==> config.mk <==
export PLATFORM = sky130hd
export DESIGN_NAME = dmg_timer
export DESIGN_NICKNAME = d
export VERILOG_FILES = /design/src/rtl/dmg_timer_pkg.sv /design/src/rtl/dmg_timer_tick.sv /design/src/rtl/dmg_timer.sv
export SDC_FILE = /design/constraint.sdc
export NUM_CORES = 1
export LEC_CHECK = 0
export CAP_MARGIN = 15
export CORE_MARGIN = 2
export CORE_UTILIZATION = 60
export CTS_BUF_LIST = sky130_fd_sc_hd__clkbuf_8
export DETAILED_ROUTE_END_ITERATION = 10
export DONT_BUFFER_PORTS = 1
export GPL_TIMING_DRIVEN = 0
export PLACE_DENSITY_LB_ADDON = 0.05
export SYNTH_ARGS = -nofsm -noshare
export SYNTH_HDL_FRONTEND = slang
export SYNTH_SLANG_ARGS = --single-unit
==> constraint.sdc <==
create_clock -name nclk -period 2 [get_ports nclk]
set_input_delay 0.1 -clock nclk [delete_from_list [all_inputs] [get_ports nclk]]
set_output_delay 0.1 -clock nclk [all_outputs]
set_load 0.01 [all_outputs]
==> src/rtl/dmg_timer_pkg.sv <==
// dmg_timer_pkg: shared constants, FSM state type and TAC select decode for
// the DMG timer/divider. Optional feature macro: DMG_TIMER_GLITCH_EN.
package dmg_timer_pkg;

    // CPU register map offsets (0xFF04..0xFF07)
    localparam logic [1:0] ADDR_DIV  = 2'd0;
    localparam logic [1:0] ADDR_TIMA = 2'd1;
    localparam logic [1:0] ADDR_TMA  = 2'd2;
    localparam logic [1:0] ADDR_TAC  = 2'd3;

    // Length of the overflow delay and of the reload window, in T-cycles
    localparam int OVF_CYCLES    = 4;
    localparam int RELOAD_CYCLES = 4;

    localparam logic [1:0] OVF_LAST    = 2'(OVF_CYCLES - 1);
    localparam logic [1:0] RELOAD_LAST = 2'(RELOAD_CYCLES - 1);

    typedef enum logic [1:0] {
        RUN    = 2'd0,
        OVF    = 2'd1,
        RELOAD = 2'd2
    } state_t;

    // TAC[1:0] picks which system-counter bit clocks TIMA
    function automatic logic [3:0] tac_div_bit(input logic [1:0] sel);
        logic [3:0] bit_idx;
        case (sel)
            2'b00:   bit_idx = 4'd9;
            2'b01:   bit_idx = 4'd3;
            2'b10:   bit_idx = 4'd5;
            default: bit_idx = 4'd7;
        endcase
        return bit_idx;
    endfunction

endpackage

==> src/rtl/dmg_timer_tick.sv <==
// dmg_timer_tick: selects the divider bit, gates it with the TAC enable and
// turns its falling edge into a one-cycle TIMA tick.
// DMG_TIMER_GLITCH_EN defined: DIV/TAC writes that drop the gate also tick.
// Undefined: only edges caused by normal counting tick.
module dmg_timer_tick
    import dmg_timer_pkg::*;
(
    input  logic        nclk,
    input  logic        reset,
    input  logic [15:0] div,
    input  logic [2:0]  tac,
    input  logic        div_wr,
    input  logic        tac_wr,
    output logic        tick
);

    logic w_sel;
    logic w_gate;
    logic r_gate_prev;

    assign w_sel  = div[tac_div_bit(tac[1:0])];
    assign w_gate = w_sel & tac[2];

    // Remember the gate level seen in the previous cycle
    always_ff @(negedge nclk) begin
        if (reset) begin
            r_gate_prev <= 1'b0;
        end else begin
            r_gate_prev <= w_gate;
        end
    end

`ifdef DMG_TIMER_GLITCH_EN
    logic w_unused_wr;
    assign w_unused_wr = div_wr | tac_wr;
    assign tick = r_gate_prev & ~w_gate;
`else
    // A write cycle marks the next cycle as having no valid history: that is
    // the same as reloading the previous-gate register with the new gate,
    // so a gate drop caused by the write itself never looks like an edge.
    logic r_wr_last;

    // Flag cycles that follow a DIV or TAC write
    always_ff @(negedge nclk) begin
        if (reset) begin
            r_wr_last <= 1'b0;
        end else begin
            r_wr_last <= div_wr | tac_wr;
        end
    end

    assign tick = ~r_wr_last & r_gate_prev & ~w_gate;
`endif

endmodule

==> src/rtl/dmg_timer.sv <==
// dmg_timer: DIV system counter, TIMA/TMA/TAC registers, delayed overflow
// reload state machine and CPU read mux. All state changes on the falling
// edge of nclk. Optional feature macro: DMG_TIMER_GLITCH_EN (see tick unit).
module dmg_timer
    import dmg_timer_pkg::*;
(
    input  logic        nclk,
    input  logic        reset,
    input  logic [1:0]  addr,
    input  logic        wr,
    input  logic [7:0]  wdata,
    output logic [7:0]  rdata,
    output logic [15:0] div,
    output logic        irq
);

    logic [15:0] r_div;
    logic [7:0]  r_tima;
    logic [7:0]  r_tma;
    logic [2:0]  r_tac;
    state_t      r_state;
    logic [1:0]  r_cnt;
    logic        r_irq;

    logic w_div_wr;
    logic w_tima_wr;
    logic w_tma_wr;
    logic w_tac_wr;
    logic w_tick;

    assign w_div_wr  = wr && (addr == ADDR_DIV);
    assign w_tima_wr = wr && (addr == ADDR_TIMA);
    assign w_tma_wr  = wr && (addr == ADDR_TMA);
    assign w_tac_wr  = wr && (addr == ADDR_TAC);

    dmg_timer_tick u_tick (
        .nclk   (nclk),
        .reset  (reset),
        .div    (r_div),
        .tac    (r_tac),
        .div_wr (w_div_wr),
        .tac_wr (w_tac_wr),
        .tick   (w_tick)
    );

    // Free-running system counter; any DIV write clears it instead of counting
    always_ff @(negedge nclk) begin
        if (reset) begin
            r_div <= 16'h0000;
        end else if (w_div_wr) begin
            r_div <= 16'h0000;
        end else begin
            r_div <= r_div + 16'd1;
        end
    end

    // TIMA/TMA/TAC registers and the overflow -> reload sequencer
    always_ff @(negedge nclk) begin
        if (reset) begin
            r_tima  <= 8'h00;
            r_tma   <= 8'h00;
            r_tac   <= 3'b000;
            r_state <= RUN;
            r_cnt   <= 2'd0;
            r_irq   <= 1'b0;
        end else begin
            r_irq <= 1'b0;
            if (w_tma_wr) begin
                r_tma <= wdata;
            end
            if (w_tac_wr) begin
                r_tac <= wdata[2:0];
            end
            case (r_state)
                RUN: begin
                    // A CPU write beats a coincident tick
                    if (w_tima_wr) begin
                        r_tima <= wdata;
                    end else if (w_tick) begin
                        if (r_tima == 8'hFF) begin
                            r_tima  <= 8'h00;
                            r_state <= OVF;
                            r_cnt   <= 2'd0;
                        end else begin
                            r_tima <= r_tima + 8'd1;
                        end
                    end
                end
                OVF: begin
                    if (w_tima_wr) begin
                        // CPU wrote TIMA before the reload: abort, no interrupt
                        r_tima  <= wdata;
                        r_state <= RUN;
                    end else if (r_cnt == OVF_LAST) begin
                        r_tima  <= r_tma;
                        r_irq   <= 1'b1;
                        r_state <= RELOAD;
                        r_cnt   <= 2'd0;
                    end else begin
                        r_cnt <= r_cnt + 2'd1;
                        if (w_tick) begin
                            r_tima <= r_tima + 8'd1;
                        end
                    end
                end
                RELOAD: begin
                    // TIMA writes are dropped; TMA writes pass through to TIMA
                    if (w_tma_wr) begin
                        r_tima <= wdata;
                    end else if (w_tick) begin
                        r_tima <= r_tima + 8'd1;
                    end
                    if (r_cnt == RELOAD_LAST) begin
                        r_state <= RUN;
                        r_cnt   <= 2'd0;
                    end else begin
                        r_cnt <= r_cnt + 2'd1;
                    end
                end
                default: begin
                    r_state <= RUN;
                    r_cnt   <= 2'd0;
                end
            endcase
        end
    end

    // CPU read mux straight from registered state
    always_comb begin
        rdata = 8'h00;
        case (addr)
            ADDR_DIV:  rdata = r_div[15:8];
            ADDR_TIMA: rdata = r_tima;
            ADDR_TMA:  rdata = r_tma;
            default:   rdata = {5'b11111, r_tac};
        endcase
    end

    assign div = r_div;
    assign irq = r_irq;

endmodule
### After elaboration in Yosys (flattened, before gate mapping)

Index checks and enable logic that the tools add are counted.

| operators by class | value |
|---|---|
| add/sub/neg operators | 3 |
| $lt $le $gt $ge | 1 |
| equality and inequality tests | 16 |
| multiplexer cells | 26 |
| bitwise operators | 7 |
| reduce and logical (&&, ||, !) cells | 13 |

Operator list:

| kind | number |
|---|---|
| $mux W8 | 7 |
| $pmux W8 S3 | 2 |
| $mux W2 | 11 |
| $add A16 B1 Y16 const B | 1 |
| $pmux W2 S3 | 2 |
| $pmux W4 S3 | 1 |
| $eq A2 B2 Y1 const B | 5 |
| $add A8 B1 Y8 const B | 1 |
| $eq A8 B8 Y1 const B | 1 |
| $ne A2 B2 Y1 const B | 4 |
| $eq A2 B1 Y1 const B | 3 |
| $logic_not A2 Y1 | 3 |
| $lt A4 B5 Y1 const B | 1 |
| $reduce_and A5 Y1 | 1 |
| $bmux W1 S4 | 1 |
| $logic_and A1 B1 Y1 | 4 |
| $reduce_and A4 Y1 | 1 |
| $and A1 B1 Y1 | 3 |
| $ne A3 B2 Y1 const B | 1 |
| $ne A3 B3 Y1 const B | 1 |
| $not A1 Y1 | 3 |
| $reduce_bool A3 Y1 | 1 |
| $reduce_or A3 Y1 | 1 |
| $add A2 B1 Y2 const B | 1 |
| other kinds (5) | 6 |

| storage, ports and cells | value |
|---|---|
| flip-flop bits (word level) | 42 |
| input port bits | 13 |
| output and inout port bits | 25 |

### Depth between registers and ports, before layout

Gate-level depths: netlist (run 1).

| logic depth | value |
|---|---|
| depth in word-level cells | 11 |
| depth in mapped cells | 8 |
| depth with buffers taken out | 7 |

### Modules after synthesis

From an unflattened synthesis (run 1), not the netlist that was laid out.

| unflattened totals | value |
|---|---|
| cell total of the unflattened synthesis | 356 |
| area total of the unflattened synthesis | 2776.4 µm² |

By module, submodules not included:

| module | instances | cells an instance | area an instance (µm²) | seq. area each (µm²) |
|---|---|---|---|---|
| dmg_timer | 1 | 344 | 2672.6 | 800.8 |
| dmg_timer_tick | 1 | 12 | 103.8 | 40.0 |

==> flow_summary_export.csv, run 1 <==
group,metric,value,unit
status,outcome,"finished with violations",
status,violations,"setup timing",
floorplan,num_io_pins,38,
placed_design,place_worst_setup_slack,-0.682,ns
setup_path,timing.critical_path.slowest_cell_delay,0.49,ns
pwr,clock_power_share,0.479,
clock_tree,clkLatencyLatePin,0.39,ns
final_layout,post_layout_nonfiller_instances,482,
setup_path,critical_path_class,"flop to primary output",
routing,routed-via-count,3390,
global_routing,first_global_vias,3149,
global_routing,grt_remaining_overflow,0,
synthesis,synth.cell_area,2680,sq um
placed_design,numPlacedInstances,404,
placed_design,dp_hpwl,5350,microns
clock_tree,tritoncts,"done",
setup_path,crit_path_cell_trace,"buf_8 > mux4_2",
pwr,p_int,1.48,mW
floorplan,placement_rows,24,
pwr,switching_power,805,uW
synthesis,synthesis.instances,352,
timing,timing.final.max_slew_violations,0,
setup_path,timing.critical_path.from_type,"flop",
routing,drt-initial-drc-count,569,
pwr,power.sequential.fraction,0.387,
placed_design,io_buf_count,0,
pwr,p_comb_frac,0.134,
pwr,pwr_density_cell,599,nW/um^2
routing,post_drt_wl_per_cell,22.9,microns
setup_path,crit_slowest_cell,"mux4_2",
final_layout,final_core_util,0.882,
clock_tree,cts_hold_buffers,0,
timing,max-slew-margin-rel,0.519,
setup_path,timing.critical_path.to_type,"primary output",
final_layout,layout-drive-gt1-share,0.307,
clock_tree,clock_transition_at_path_regs,0.04,ns
clock_tree,ctsHtreeMaxLevel,2,
setup_path,worst-path-max-fanout,2,
timing,worst_slew_pin_slew,0.722,ns
placed_design,routabilityCongestion,0.891,
pwr,leakage,1.57,nW
clock_tree,cts_made_buffers,5,
clock_tree,clkSinkCount,42,
timing,finalSetupViolCount,20,
clock_tree,cts-root-buf,"clkbuf_8",
setup_path,critical_path_required,1.90,ns
synthesis,synth_cell_type_count,51,
global_routing,grt_pass1_wl,14700,microns
synthesis,yosysWarnings,0,
floorplan,start_util,0.619,
synthesis,synth_top_flop_cell,"dfxtp_1",
synthesis,synth_seq_cells,42,
setup_path,crit-reg2reg-launch,"r_tima[0]$_SDFFE_NP0P_",
pwr,power_switching_share,0.353,
floorplan,fp.coreArea,4320,sq um
global_routing,largest_net_degree_at_the_start_of_global_routing,14,
routing,finalWirelength,11100,microns
floorplan,floorplan_die_height,70.8,microns
final_layout,areaGrowthSynthToFinish,42.4,%
setup_path,crit_path_dat,2.31,ns
worst_hold_path,worst_hold_path.num_cells,2,
timing,postLayoutSetupSlackWorst,-0.406,ns
routing,route.antenna.remaining_nets,0,
worst_hold_path,min_path_type,"flop to flop",
synthesis,yosysSeqAreaShare,0.314,
global_routing,grt_util_all_layers,0.376,
worst_hold_path,min_from,"r_cnt[1]$_SDFFE_NP0P_",
floorplan,dieWidth,70.8,microns
synthesis,async_reset_ff_frac,0,
timing,rsz0062_at_grt,"yes",
routing,detail_route.drc_violations,0,
global_routing,grt_antenna_before_repair,0,
final_layout,finalNetCount,449,
synthesis,synth_nets,372,
clock_tree,clock_tree.buffer_depth,2,
setup_path,r2r_setup_slack,-0.18,ns
setup_path,timing.critical_path.buf_inv,1,
timing,finClkSkew,0.0269,ns
setup_path,worst_r2r_endpoint,"r_cnt[0]$_SDFFE_NP0P_",
timing,setup_tns,-4.15,ns
synthesis,synth_edf_count,0,
job,maxCapViolations,0,
worst_hold_path,whs_endpoint,"r_cnt[1]$_SDFFE_NP0P_",
floorplan,die_ar,5010,sq um
timing,final-hold-violation-count,0,
routing,route.detailed.vias_per_inst,7.03,
timing,fin_worst_hold_slack,0.469,ns
final_layout,diodes,0,
routing,detail_route.first_pass.iterations,6,
setup_path,cp_top_family,"multiplexers",
synthesis,syn_avg_cell_area,7.61,sq um
setup_path,ff2ff_path_depth,8,
pwr,power.ir.vdd_worst,0.000569,V
==> worst max-delay path by stage <==
stage,start,slack (ns),to,cells past startpoint
after floorplan,addr[0],-0.54,r_cnt[0]$_SDFFE_NP0P_,7
after global placement,addr[0],-0.67,r_cnt[0]$_SDFFE_NP0P_,7
after detailed placement,wr,-0.68,r_cnt[0]$_SDFFE_NP0P_,7
after CTS,r_tima[0]$_SDFFE_NP0P_,-0.41,rdata[0],2
after global routing,r_tima[0]$_SDFFE_NP0P_,-0.43,rdata[0],2
final,r_tima[0]$_SDFFE_NP0P_,-0.41,rdata[0],2
==> layout make-up <==
type	instances	area, sq um
Tap cell	52	65.1
Multi-Input combinational cell	274	1980
Buffer	21	241
Clock buffer	5	68.8
Fill cell	208	512
Timing Repair Buffer	35	334
Sequential cell	42	890
Clock inverter	45	200
Inverter	8	30.0
==> flip-flops by register name (all words and copies together) (netlist names) <==
signal / count
irq: 1
r_state: 2
u_tick.r_wr_last: 1
u_tick.r_gate_prev: 1
r_tac: 3
r_tma: 8
div: 16
r_cnt: 2
r_tima: 8
==> cell usage in the layout (no fill, tap or decap), types with 3 or more instances in the layout <==
cell / netlist / layout
a211oi_2: 0 / 4
a21o_1: 3 / 3
a21oi_1: 23 / 17
a21oi_2: 0 / 5
a311oi_1: 4 / 3
a31oi_1: 5 / 3
and3_1: 5 / 5
buf_4: 0 / 24
buf_6: 0 / 8
buf_8: 0 / 4
clkbuf_1: 21 / 3
clkbuf_16: 0 / 5
clkbuf_2: 0 / 5
clkbuf_8: 0 / 7
dfxtp_1: 42 / 23
dfxtp_2: 0 / 9
dfxtp_4: 0 / 10
ha_1: 7 / 6
inv_1: 9 / 50
mux2_2: 4 / 4
mux2i_1: 6 / 5
mux4_2: 3 / 3
nand2_1: 36 / 35
nand2b_1: 5 / 5
nand3_1: 23 / 19
nand4_1: 3 / 3
nor2_1: 53 / 46
nor2_2: 0 / 4
nor2_4: 0 / 3
nor2b_4: 0 / 3
nor3_1: 5 / 4
o21ai_0: 15 / 8
o21ai_1: 1 / 7
o22a_1: 5 / 5
o31a_1: 3 / 3
or3_1: 4 / 4
xnor2_1: 10 / 10
xor2_1: 11 / 11
==> Yosys cell counts (all sizes together), types with 2 or more instances <==
master | n | area share
a21o | 3 | 0.0084
nand3 | 23 | 0.043
buf | 6 | 0.0098
mux2i | 6 | 0.022
a21oi | 23 | 0.043
nor2 | 53 | 0.074
a22oi | 2 | 0.0056
a211oi | 4 | 0.011
o21bai | 2 | 0.0056
nand2 | 36 | 0.050
mux4 | 3 | 0.025
o2111ai | 3 | 0.0098
o21ai | 16 | 0.030
mux2 | 4 | 0.017
nor3b | 2 | 0.0056
a311oi | 4 | 0.013
o22ai | 2 | 0.0047
and3 | 5 | 0.012
clkbuf | 21 | 0.029
ha | 7 | 0.033
nand4 | 3 | 0.0070
nor2b | 6 | 0.014
xnor2 | 10 | 0.033
dfxtp | 42 | 0.31
nand3b | 2 | 0.0056
nor3 | 5 | 0.0093
or3 | 4 | 0.0093
nand2b | 5 | 0.012
xor2 | 11 | 0.036
inv | 9 | 0.013
a31oi | 5 | 0.012
a41oi | 2 | 0.0065
o22a | 5 | 0.016
o31a | 3 | 0.0098
==> through the flow <==
stage                     area, sq um  power (mW)
after global routing             3810        2.39
after CTS                        3530        2.19
after global placement           2870        1.23
final                            3810        2.28
after floorplan                  2810        1.19
after detailed placement         2870        1.23
==> worst reg2reg max path, stage by stage (launching register included) <==
cell	delay (ns)
dfxtp_2	0.34
buf_4	0.11
ha_2	0.22
and3_1	0.23
nand3_2	0.13
o31a_1	0.31
a21o_1	0.17
or4b_1	0.46
a21oi_1	0.12
==> metal layers <==
| metal | vias up | GRT usage | wire length (microns) |
|---|---|---|---|
| met1 | 1519 | 0.448 | 3890 |
| met3 | 114 | 0.0954 | 1330 |
| met5 | - | 0 | 0 |
| li1 | 1420 | - | - |
| met2 | 337 | 0.588 | 4990 |
| met4 | 0 | 0.270 | 848 |
==> cells by family (layout without fill, tap and decap cells) <==
family / after synthesis / after routing / synth area share
adders and majority gates: 7 / 7 / 0.0327
muxes: 13 / 13 / 0.0645
DFF: 42 / 42 / 0.314
AOI/OAI and AO/OA: 83 / 83 / 0.207
xor gates and xnor gates: 21 / 21 / 0.0687
buffers and inverters: 36 / 114 / 0.0519
and+or+nand+nor: 150 / 150 / 0.261
==> repair_timing <==
action                                  4_1_cts  5_1_grt
pin swaps                                    11       19
setup buffers                                21       13
hold endpoints to repair                      0        0
cloned                                        2        1
endpoints found under the setup margin       17       34
resized for setup                            61       51
==> power by group through the flow <==
stage	clock (mW)	combinational [mW]	sequential (mW)
after floorplan	0.131	0.163	0.892
after global placement	0.131	0.197	0.898
after detailed placement	0.131	0.200	0.898
after CTS	1.06	0.249	0.881
after global routing	1.19	0.318	0.882
final	1.09	0.306	0.883
No activity file was read; power rests on OpenSTA's default activity.
==> run 2: changes to the inputs <==
- BUFFER_PORTS_ARGS: not set -> -buffer_cell sky130_fd_sc_hd__buf_2
- CORE_UTILIZATION: 60 -> 42
- DONT_BUFFER_PORTS: 1 -> not set
==> flow_summary_export.csv, run 2 (synthesis gave the netlist of run 1 again) <==
group,metric,value,unit
status,outcome,"finished with violations",
status,violations,"setup timing",
placed_design,routabilityCongestion,0.870,
final_layout,diodes,0,
final_layout,final_area,4380,sq um
final_layout,commonest_non_fill_non_tap_cell_in_the_layout,"inv_1",
routing,met1_wl,4020,microns
pwr,pwr_density_cell,498,nW/um^2
setup_path,timing.critical_path.from_type,"flop",
pwr,leakage,1.88,nW
global_routing,largest_net_degree_at_the_start_of_global_routing,17,
floorplan,placement_rows,29,
final_layout,mostFrequentLayoutCells,"49 x inv_1, 48 x nor2_1, 35 x nand2_1",
setup_path,worst-path-max-fanout,2,
routing,route.detailed.vias_per_inst,5.81,
timing,final-hold-violation-count,0,
floorplan,fp.coreArea,6240,sq um
timing,worst_slew_pin_slew,0.627,ns
worst_hold_path,whs_endpoint,"div[0]$_SDFF_NP0_",
routing,wl_met2,4800,microns
floorplan,dieWidth,83.8,microns
routing,route.antenna.remaining_nets,0,
routing,detail_route.first_pass.iterations,4,
timing,finalSetupViolCount,22,
placed_design,dp_hpwl,5900,microns
timing,timing.final.max_slew_violations,0,
timing,postLayoutSetupSlackWorst,-0.519,ns
floorplan,start_util,0.429,
timing,fin_worst_hold_slack,0.435,ns
global_routing,grt_pass1_wl,15000,microns
timing,rsz0062_at_grt,"yes",
worst_hold_path,min_path_type,"flop to flop",
clock_tree,cts-root-buf,"clkbuf_8",
routing,met3RoutedLength,671,microns
final_layout,final_core_util,0.702,
placed_design,detailed_place.area,3070,sq um
global_routing,grt_antenna_before_repair,0,
clock_tree,clkLatencyLatePin,0.38,ns
routing,detail_route.drc_violations,0,
placed_design,io_buf_count,34,
floorplan,num_io_pins,38,
clock_tree,ctsHtreeMaxLevel,2,
routing,routed-via-count,3259,
setup_path,crit_path_dat,2.42,ns
floorplan,die_ar,7030,sq um
routing,post_drt_wl_per_cell,17.5,microns
setup_path,ff2ff_path_depth,8,
final_layout,largest_register_ffs,16,
global_routing,first_global_vias,3077,
floorplan,floorplan_die_height,83.8,microns
pwr,p_int,1.40,mW
clock_tree,clkSinkCount,42,
global_routing,grt_util_all_layers,0.268,
timing,max-slew-margin-rel,0.582,
timing,setup_tns,-4.72,ns
setup_path,crit-reg2reg-launch,"r_tima[1]$_SDFFE_NP0P_",
job,maxCapViolations,0,
pwr,power_switching_share,0.358,
timing,finClkSkew,0.0174,ns
setup_path,worst_r2r_endpoint,"r_cnt[0]$_SDFFE_NP0P_",
final_layout,areaGrowthSynthToFinish,63.6,%
pwr,p_comb_frac,0.167,
clock_tree,cts_made_buffers,5,
setup_path,critical_path_class,"flop to primary output",
final_layout,layout-drive-gt1-share,0.419,
setup_path,timing.critical_path.to_type,"primary output",
setup_path,critical_path_required,1.90,ns
routing,drt-initial-drc-count,196,
pwr,power.sequential.fraction,0.400,
setup_path,r2r_setup_slack,-0.26,ns
clock_tree,clock_transition_at_path_regs,0.05,ns
clock_tree,tritoncts,"done",
pwr,clock_power_share,0.433,
final_layout,final.fill_count,492,
routing,maxUsedRoutingLayer,"met4",
routing,finalWirelength,9790,microns
pwr,switching_power,781,uW
final_layout,finalNetCount,503,
global_routing,grt_remaining_overflow,0,
pwr,power.ir.vdd_worst,0.000351,V
worst_hold_path,min_from,"div[0]$_SDFF_NP0_",
worst_hold_path,worst_hold_path.num_cells,1,
clock_tree,clock_tree.buffer_depth,2,
-- run 2: cell count changes in the layout (fill, tap and decap cells not counted), moves of 3 or more --
| cell | before | now |
|---|---|---|
| buf_2 | 1 | 23 |
| buf_4 | 24 | 33 |
| buf_6 | 8 | 28 |
| dfxtp_1 | 23 | 14 |
| dfxtp_2 | 9 | 12 |
| dfxtp_4 | 10 | 16 |
| mux2_2 | 4 | 1 |
| mux2_4 | 0 | 3 |
| o21ai_2 | 1 | 4 |
-- run 2: routing by layer --
metal / vias up / track usage
met5: - / 0
met4: 0 / 0.116
met3: 32 / 0.0861
met1: 1558 / 0.320
met2: 151 / 0.441
li1: 1518 / -
-- run 2: worst max path at each step --
stage                                       from                      to  slack (ns)  depth (start not counted)
final                     r_tima[0]$_SDFFE_NP0P_                rdata[0]       -0.52                          3
after floorplan                          addr[0]   r_cnt[0]$_SDFFE_NP0P_       -0.54                          7
after CTS                 r_tima[0]$_SDFFE_NP0P_                rdata[0]       -0.53                          3
after detailed placement                 addr[1]  r_tima[7]$_SDFFE_NP0P_       -0.80                          6
after global placement                   addr[1]  r_tima[7]$_SDFFE_NP0P_       -0.82                          6
after global routing      r_tima[0]$_SDFFE_NP0P_                rdata[0]       -0.54                          3
-- run 2: stage by stage --
stage / setup WS, ns / instances / power [mW]
after floorplan: -0.536 / 352 / 1.19
after global placement: -0.819 / 463 / 1.26
after detailed placement: -0.799 / 463 / 1.26
after CTS: -0.528 / 542 / 2.18
after global routing: -0.543 / 561 / 2.34
final: -0.519 / 561 / 2.18
-- run 2: power by group through the flow --
| stage | sequential, mW | combinational, mW | clock (mW) |
|---|---|---|---|
| 2_1_floorplan | 0.892 | 0.163 | 0.131 |
| 3_3_place_gp | 0.895 | 0.237 | 0.131 |
| 3_5_place_dp | 0.895 | 0.238 | 0.131 |
| 4_1_cts | 0.875 | 0.311 | 0.995 |
| 5_1_grt | 0.873 | 0.386 | 1.08 |
| 6_report | 0.873 | 0.363 | 0.946 |
-- run 2: timing repair --
| item | CTS | global route |
|---|---|---|
| setup buffers | 35 | 23 |
| endpoints found under the setup margin | 42 | 34 |
| gates cloned | 2 | 1 |
| hold buffers | 0 | 0 |
| pin swaps | 26 | 29 |
| gates resized for setup | 114 | 56 |
-- run 2: worst max-delay path, cell delays in order (launching register included) --
cell	delay, ns
dfxtp_2	0.33
buf_8	0.11
mux4_2	0.46
buf_6	0.14
-- run 2: layout make-up --
class	instances	area, sq um	share of cell area
clock inverters	45	186	0.0426
multi-input cells	275	2040	0.466
inverters	8	32.5	0.00743
plain buffers	20	234	0.0534
clock buffers	5	68.8	0.0157
well taps	77	96.3	0.0220
flip-flops and latches	42	916	0.209
repair buffers	89	803	0.183
==> run 3: changes to the inputs <==
--- a/constraint.sdc
+++ b/constraint.sdc
@@ -3,2 +3,2 @@
 set_output_delay 0.1 -clock nclk [all_outputs]
-set_load 0.01 [all_outputs]
+set_load 0.05 [all_outputs]
==> flow_summary_export.csv, run 3 (synthesis gave the netlist of run 1 again) <==
group,metric,value,unit
timing,setup_tns,-5.61,ns
worst_hold_path,min_from,"div[0]$_SDFF_NP0_",
clock_tree,tritoncts,"done",
routing,finalWirelength,9710,microns
routing,routed-via-count,3142,
timing,max-slew-margin-rel,0.604,
setup_path,ff2ff_path_depth,9,
setup_path,worst_r2r_endpoint,"r_cnt[0]$_SDFFE_NP0P_",
pwr,pwr_density_cell,534,nW/um^2
placed_design,detailed_place.area,3110,sq um
setup_path,timing.critical_path.slowest_cell_delay,0.47,ns
floorplan,floorplan_die_height,83.8,microns
global_routing,first_global_vias,2985,
clock_tree,cts-root-buf,"clkbuf_8",
setup_path,worstSetupStartpoint,"r_tima[0]$_SDFFE_NP0P_",
placed_design,routabilityCongestion,0.884,
clock_tree,cts_hold_buffers,0,
clock_tree,clkSinkCount,42,
job,maxCapViolations,0,
clock_tree,ctsHtreeMaxLevel,2,
global_routing,grt_antenna_before_repair,0,
setup_path,timing.critical_path.from_type,"flop",
setup_path,r2r_setup_slack,-0.27,ns
pwr,leakage,1.84,nW
clock_tree,cts_made_buffers,5,
timing,rsz0062_at_grt,"yes",
setup_path,cp_top_family,"multiplexers",
routing,post_drt_wl_per_cell,17.6,microns
floorplan,fp.coreArea,6240,sq um
global_routing,grt_remaining_overflow,0,
clock_tree,clkLatencyLatePin,0.38,ns
worst_hold_path,worst_hold_path.num_cells,1,
worst_hold_path,min_path_type,"flop to flop",
setup_path,crit_path_cell_trace,"buf_8 > mux4_2 > buf_8",
clock_tree,clock_tree.buffer_depth,2,
clock_tree,clock_transition_at_path_regs,0.04,ns
floorplan,start_util,0.429,
final_layout,final_area,4370,sq um
timing,finalSetupViolCount,27,
timing,finClkSkew,0.0230,ns
floorplan,die_ar,7030,sq um
setup_path,timing.critical_path.to_type,"primary output",
final_layout,mostFrequentLayoutCells,"49 x inv_1, 47 x nor2_1, 37 x buf_4",
placed_design,numPlacedInstances,463,
status,violations,"setup timing",
setup_path,timing.critical_path.buf_inv,2,
final_layout,post_layout_nonfiller_instances,553,
setup_path,crit_path_dat,2.46,ns
floorplan,dieWidth,83.8,microns
setup_path,crit_slowest_cell,"mux4_2",
global_routing,largest_net_degree_at_the_start_of_global_routing,17,
setup_path,worst-path-max-fanout,2,
routing,drt-initial-drc-count,311,
timing,final-hold-violation-count,0,
final_layout,layout-drive-gt1-share,0.395,
placed_design,io_buf_count,34,
setup_path,critical_path_class,"flop to primary output",
routing,detail_route.drc_violations,0,
setup_path,crit-reg2reg-launch,"r_tima[0]$_SDFFE_NP0P_",
final_layout,final_core_util,0.701,
final_layout,largest_register_ffs,16,
timing,timing.final.max_slew_violations,0,
floorplan,num_io_pins,38,
final_layout,finalNetCount,495,
routing,route.antenna.remaining_nets,0,
setup_path,critical_path_required,1.90,ns
routing,route.detailed.vias_per_inst,5.68,
placed_design,dp_hpwl,5710,microns
floorplan,placement_rows,29,
final_layout,commonest_non_fill_non_tap_cell_in_the_layout,"inv_1",
routing,detail_route.first_pass.iterations,5,
setup_path,timing.critical_path.mode_cell,"buf_8",
global_routing,grt_util_all_layers,0.270,
status,outcome,"finished with violations",
final_layout,areaGrowthSynthToFinish,63.4,%
timing,postLayoutSetupSlackWorst,-0.563,ns
timing,worst_slew_pin_slew,0.594,ns
global_routing,grt_pass1_wl,15100,microns
pwr,power.ir.vdd_worst,0.000485,V
worst_hold_path,whs_endpoint,"div[0]$_SDFF_NP0_",
final_layout,diodes,0,
run 3: final cells by class:
class / count / area [sq um]
Timing Repair Buffer: 84 / 863
Sequential cell: 42 / 931
Inverter: 8 / 32.5
Clock buffer: 5 / 68.8
Buffer: 18 / 178
Fill cell: 495 / 1870
Clock inverter: 45 / 205
Tap cell: 77 / 96.3
Multi-Input combinational cell: 274 / 2000
run 3: stage by stage:
stage                     total power, mW  setup slack (ns)  hold WS [ns]
after floorplan                      1.23            -0.519         0.436
after global placement               1.30            -0.802         0.445
after detailed placement             1.31            -0.831         0.454
after CTS                            2.33            -0.575         0.458
after global routing                 2.47            -0.567         0.464
final                                2.33            -0.563         0.447
run 3: worst max path at each step:
stage               slack [ns]                     end  cells after the start
floorplan                -0.52   r_cnt[0]$_SDFFE_NP0P_                      7
global placement         -0.80  r_tima[4]$_SDFFE_NP0P_                      6
detailed placement       -0.83  r_tima[4]$_SDFFE_NP0P_                      6
CTS                      -0.58                rdata[0]                      3
global route             -0.57                rdata[0]                      3
finish                   -0.56                rdata[0]                      3
run 3: power by group:
part,total [mW],internal [mW],switching (mW)
clock network,1.07,0.492,0.573
registers,0.864,0.842,0.0215
logic,0.405,0.182,0.223
run 3: routing by layer:
layer | vias to the layer above | share of wire | global-route usage
met5 | - | 0 | 0
met4 | 0 | 0.022 | 0.109
met3 | 25 | 0.059 | 0.0702
met2 | 133 | 0.50 | 0.427
met1 | 1480 | 0.42 | 0.353
li1 | 1504 | - | -
run 3: worst register-to-register path: stages, from the launching register on:
cell and delay [ns]:
dfxtp_2 0.34, buf_4 0.11, buf_4 0.10, ha_2 0.20, and3_1 0.19, nand3_1 0.16
o31a_1 0.31, a21o_1 0.18, or4b_1 0.46, a21oi_1 0.13
run 3: what timing repair did:
item | in CTS | in global routing
setup endpoints to repair | 57 | 42
pin swaps | 24 | 11
gates cloned | 0 | 0
gates resized for setup | 162 | 43
buffers inserted | 38 | 15
